[src/rtl/dff_pipe.sv]
// dff_pipe: WIDTH-bit word registered through DEPTH stages with valid/ready handshake,
// bubble collapsing and flush. Define DFF_PIPE_OCC_EN to add the occ counter port.
module dff_pipe #(
  parameter int               WIDTH     = 8,
  parameter int               DEPTH     = 4,
  parameter logic [WIDTH-1:0] RESET_VAL = '0
) (
  input  logic             clk,
  input  logic             clear,
  input  logic             flush,
  input  logic [WIDTH-1:0] d,
  input  logic             in_valid,
  output logic             in_ready,
  output logic [WIDTH-1:0] q,
  output logic [WIDTH-1:0] qbar,
  output logic             out_valid,
  input  logic             out_ready
`ifdef DFF_PIPE_OCC_EN
  ,
  output logic [$clog2(DEPTH+1)-1:0] occ
`endif
);

  logic [DEPTH-1:0] vld_q, vld_d;
  logic [WIDTH-1:0] data_q [DEPTH];
  logic [WIDTH-1:0] data_d [DEPTH];
  logic [DEPTH-1:0] adv;

  // A stage advances when it is empty or everything downstream of it moves.
  always_comb begin : adv_chain
    logic carry;
    adv   = '0;
    carry = out_ready;
    for (int i = DEPTH - 1; i >= 0; i--) begin
      carry  = ~vld_q[i] | carry;
      adv[i] = carry;
    end
  end

  // NOTE: every next-state signal takes its hold value first, so no path can infer a latch.
  always_comb begin
    vld_d  = vld_q;
    data_d = data_q;
    if (adv[0]) begin
      vld_d[0] = in_valid & ~flush;
      if (in_valid & ~flush) data_d[0] = d;
    end
    for (int i = 1; i < DEPTH; i++) begin
      if (adv[i]) begin
        vld_d[i] = vld_q[i-1];
        if (vld_q[i-1]) data_d[i] = data_q[i-1];
      end
    end
    // Flush drops every word but freezes the data so q keeps its last value.
    if (flush) begin
      vld_d  = '0;
      data_d = data_q;
    end
  end

  // NOTE: state registers use non-blocking assignments so all stages update from pre-edge values.
  // NOTE: data registers are reset too, because q exposes stage DEPTH-1 directly.
  always_ff @(posedge clk) begin
    if (clear) begin
      vld_q <= '0;
      for (int i = 0; i < DEPTH; i++) data_q[i] <= RESET_VAL;
    end else begin
      vld_q  <= vld_d;
      data_q <= data_d;
    end
  end

  assign in_ready  = adv[0] & ~flush;
  assign out_valid = vld_q[DEPTH-1];
  assign q         = data_q[DEPTH-1];
  assign qbar      = ~data_q[DEPTH-1];

`ifdef DFF_PIPE_OCC_EN
  localparam int OCC_W = $clog2(DEPTH + 1);

  logic [OCC_W-1:0] occ_q, occ_d;
  logic             accept, consume;

  assign accept  = in_valid & in_ready;
  assign consume = out_valid & out_ready;

  always_comb begin
    occ_d = occ_q;
    if (flush)                  occ_d = '0;
    else if (accept & ~consume) occ_d = occ_q + OCC_W'(1);
    else if (consume & ~accept) occ_d = occ_q - OCC_W'(1);
  end

  always_ff @(posedge clk) begin
    if (clear) occ_q <= '0;
    else       occ_q <= occ_d;
  end

  assign occ = occ_q;
`endif

endmodule

[config.mk]
export PLATFORM = sky130hd
export DESIGN_NAME = dff_pipe
export DESIGN_NICKNAME = d
export VERILOG_FILES = /design/src/rtl/dff_pipe.sv
export SDC_FILE = /design/constraint.sdc
export NUM_CORES = 1
export LEC_CHECK = 0
export ABC_AREA = 1
export CAP_MARGIN = 25
export CELL_PAD_IN_SITES_DETAIL_PLACEMENT = 1
export CELL_PAD_IN_SITES_GLOBAL_PLACEMENT = 1
export CORE_ASPECT_RATIO = 0.75
export CORE_MARGIN = 5
export CORE_UTILIZATION = 41
export CTS_BUF_LIST = sky130_fd_sc_hd__clkbuf_4
export DETAILED_ROUTE_END_ITERATION = 8
export PLACE_DENSITY_LB_ADDON = 0.1
export SLEW_MARGIN = 5
export SYNTH_ARGS = -nofsm -noshare
export SYNTH_HDL_FRONTEND = slang
export SYNTH_SLANG_ARGS = --single-unit
[constraint.sdc]
create_clock -name clk -period 4 [get_ports clk]
set_input_delay 1.2 -clock clk [delete_from_list [all_inputs] [get_ports clk]]
set_output_delay 1.2 -clock clk [all_outputs]
set_load 0.02 [all_outputs]
==> impl_metrics.toml <==
[min_path]
min_to = "q[0]$_SDFFE_PP0P_"
min-delay-start = "q[0]$_SDFFE_PP0P_"
whs_path_depth = 2
hold_class = "reg -> reg"

[logic_synthesis]
synthAdderAreaFrac_pct = 0
synth.area.mux_share_pct = 0
synth_compound_gate_area_share_pct = 16.5
synth_xor_area_share_pct = 0
synth_most_common_cell = "nor2_1"
yosys.area_share.simple_pct = 21.6
yosysTopAreaCellShare_pct = 48.5
syn_avg_cell_area_sq_um = 7.82
synth_seq_cells = 36
async_reset_ff_share_pct = 0
ys_seq_area_share_pct = 48.5
synth_commonest_cells = "nor2_1, dfxtp_1, inv_1, o21ai_0"
syn_area_sq_um = 1490
ys_warn_count = 0
yosysTopAreaCell = "dfxtp_1"
syn_nets = 203
netlist_instances = 190
synthFlopType = "dfxtp_1"
synth_edf_count = 0
synth_area_leaders = "dfxtp_1, nor2_1, o21ai_0"
synth_top_family_by_area = "simple AND/OR/NAND/NOR gates"
synth_cell_type_count = 17

[clock_tree]
cts_sinks = 36
insertion_delay_ns = 0.33
cts_max_path_buffers = 2
cts_resized = 0
hold_buffers = 0
cts_made_buffers = 5
htreeDepth = 2
cts_tree = "built"
cts.clk_slew.worst_paths_ns = 0.11
cts_setup_buffers = 0
cts_root_buf = "clkbuf_4"

[sta]
maxSlewViolCount = 0
hold_violations = 0
worst-slew-pin-transition_ns = 0.807
period_share_pct = 94.5
rsz0062_at_grt = "no"
period_needed_ns = 3.78
final.setup.tns_ns = 0
worst_slew_margin_rel_pct = 46.2
finalSetupViolCount = 0
fin_worst_skew_ns = 0.00481
clock.fmax_mhz = 264

[worst_setup_path]
reg2reg_slack_ns = 2.74
reg2reg_from = "vld_q[3]$_SDFFE_PP0P_"
cp-start-kind = "input pin"
path_class = "in -> out"
r2r_end = "data_q[17]$_SDFFE_PP0P_"
required_ns = 2.80
worstPathArrival_ns = 2.58
path_max_fanout = 4
rr_worst_depth = 7
crit_path_end_kind = "output port"

[grt]
grt_pass1_vias = 1360
grt_usage_pct = 14.1
grt_remaining_overflow = 0
grt_pass1_wl_um = 5640
grt_max_degree = 34
antenna_found_initial = 0

[power_and_ir_drop]
p_sw_uw = 153
seqPwrFrac_pct = 61.1
p_leak_uw = 0.000727
pwr-share-clk_pct = 29.7
internal_power_uw = 460
swShare_pct = 25.0
power_uw = 613
power.density_nw_per_um2 = 338
ir_worst_vdd_mv = 0.173
power_frac_comb_pct = 9.2

[cells_and_area]
finalNetCount = 228
syn2layout_area_growth_pct = 22.2
drive_gt1_share_pct = 12.0
utilization_pct = 50.6
num_antenna_cells = 0

[detailed_routing]
antenna_left = 0
drt-total-wl_um = 3120
drt_iter0_drc = 59
drt_first_pass_iters = 4
drc_errors = 0
via_count = 1253
wl_per_cell_um = 11.7
viasPerCell = 4.68

[floorplan]
coreArea_sq_um = 3590
die_h_um = 62.1
boundaryPins = 31
fp.dieW_um = 79.5
num_rows = 19
initial_core_util_pct = 41.4
die-area_sq_um = 4940

[place]
io_buffers = 30
place_congestion = 0.688
place_hpwl_um = 2390

[run_status]
status = "complete, no violations"

[job]
drv_cap = 0
## logic make-up (layout without fill, tap and decap cells)
group,count (synthesis),count (layout)
and+or+nand+nor,71,71
AOI/OAI and AO/OA,43,43
buffers and inverters,40,66
DFF,36,36
## stage by stage
step / std cells / instance area, sq um / setup slack [ns] / hold slack, ns
2_1_floorplan: 190 / 1490 / 0.987 / 0.450
3_3_place_gp: 260 / 1770 / 0.218 / 0.455
3_5_place_dp: 260 / 1770 / 0.210 / 0.460
4_1_cts: 268 / 1820 / 0.208 / 0.477
5_1_grt: 268 / 1820 / 0.130 / 0.517
6_report: 268 / 1820 / 0.219 / 0.473
## worst max path at each step
stage / startpoint / to / slack (ns) / cells past startpoint
detailed placement: out_ready / in_ready / 0.21 / 6
finish: out_ready / in_ready / 0.22 / 6
global route: out_ready / in_ready / 0.13 / 6
global placement: out_ready / in_ready / 0.22 / 6
floorplan: out_ready / in_ready / 0.99 / 5
CTS: out_ready / in_ready / 0.21 / 6
## cell usage in the layout (no fill, tap or decap)
| master | n |
|---|---|
| clkinv_1 | 1 |
| a21oi_1 | 11 |
| o21ai_1 | 1 |
| clkbuf_4 | 5 |
| clkdlybuf4s50_1 | 30 |
| inv_2 | 3 |
| nand3_2 | 1 |
| buf_4 | 2 |
| nand2_2 | 2 |
| nand4_4 | 1 |
| a21oi_2 | 8 |
| nor2_4 | 2 |
| nor2_1 | 45 |
| inv_1 | 23 |
| o21ai_0 | 23 |
| nand3_1 | 9 |
| dfxtp_1 | 36 |
| nand2_1 | 11 |
| clkinv_2 | 2 |
## critical path, stage by stage
cell	delay, ns
clkdlybuf4s50_1	0.52
nor2_4	0.07
nand4_4	0.06
inv_1	0.04
nor2_1	0.07
clkdlybuf4s50_1	0.60
## routing by layer
layer / GRT usage, % / part of all wire, % / vias to the layer above
li1: - / - / 643
met1: 14.4 / 43 / 579
met2: 26.0 / 51 / 22
met3: 4.91 / 4.5 / 9
met4: 5.15 / 1.8 / 0
met5: 0 / 0 / -
## registers in the layout (all words and copies together), names as in the netlist
name and flops:
data_q 24, q 8, vld_q 4
## area by class of cell
| class | count | area, sq um |
|---|---|---|
| sequential | 36 | 721 |
| clock buffer | 5 | 37.5 |
| fill | 426 | 1770 |
| inverter | 26 | 97.6 |
| timing repair buffer | 32 | 315 |
| tap | 52 | 65.1 |
| multi-input combinational | 114 | 567 |
| clock inverter | 3 | 13.8 |
## power groups by stage
stage | Combinational (uW) | Clock, uW | Sequential [uW]
finish | 56.4 | 182 | 375
global route | 64.3 | 211 | 376
CTS | 57.3 | 190 | 375
detailed placement | 57.0 | 0 | 383
global placement | 54.3 | 0 | 383
floorplan | 35.3 | 0 | 381
No activity file was read; power rests on OpenSTA's default activity.
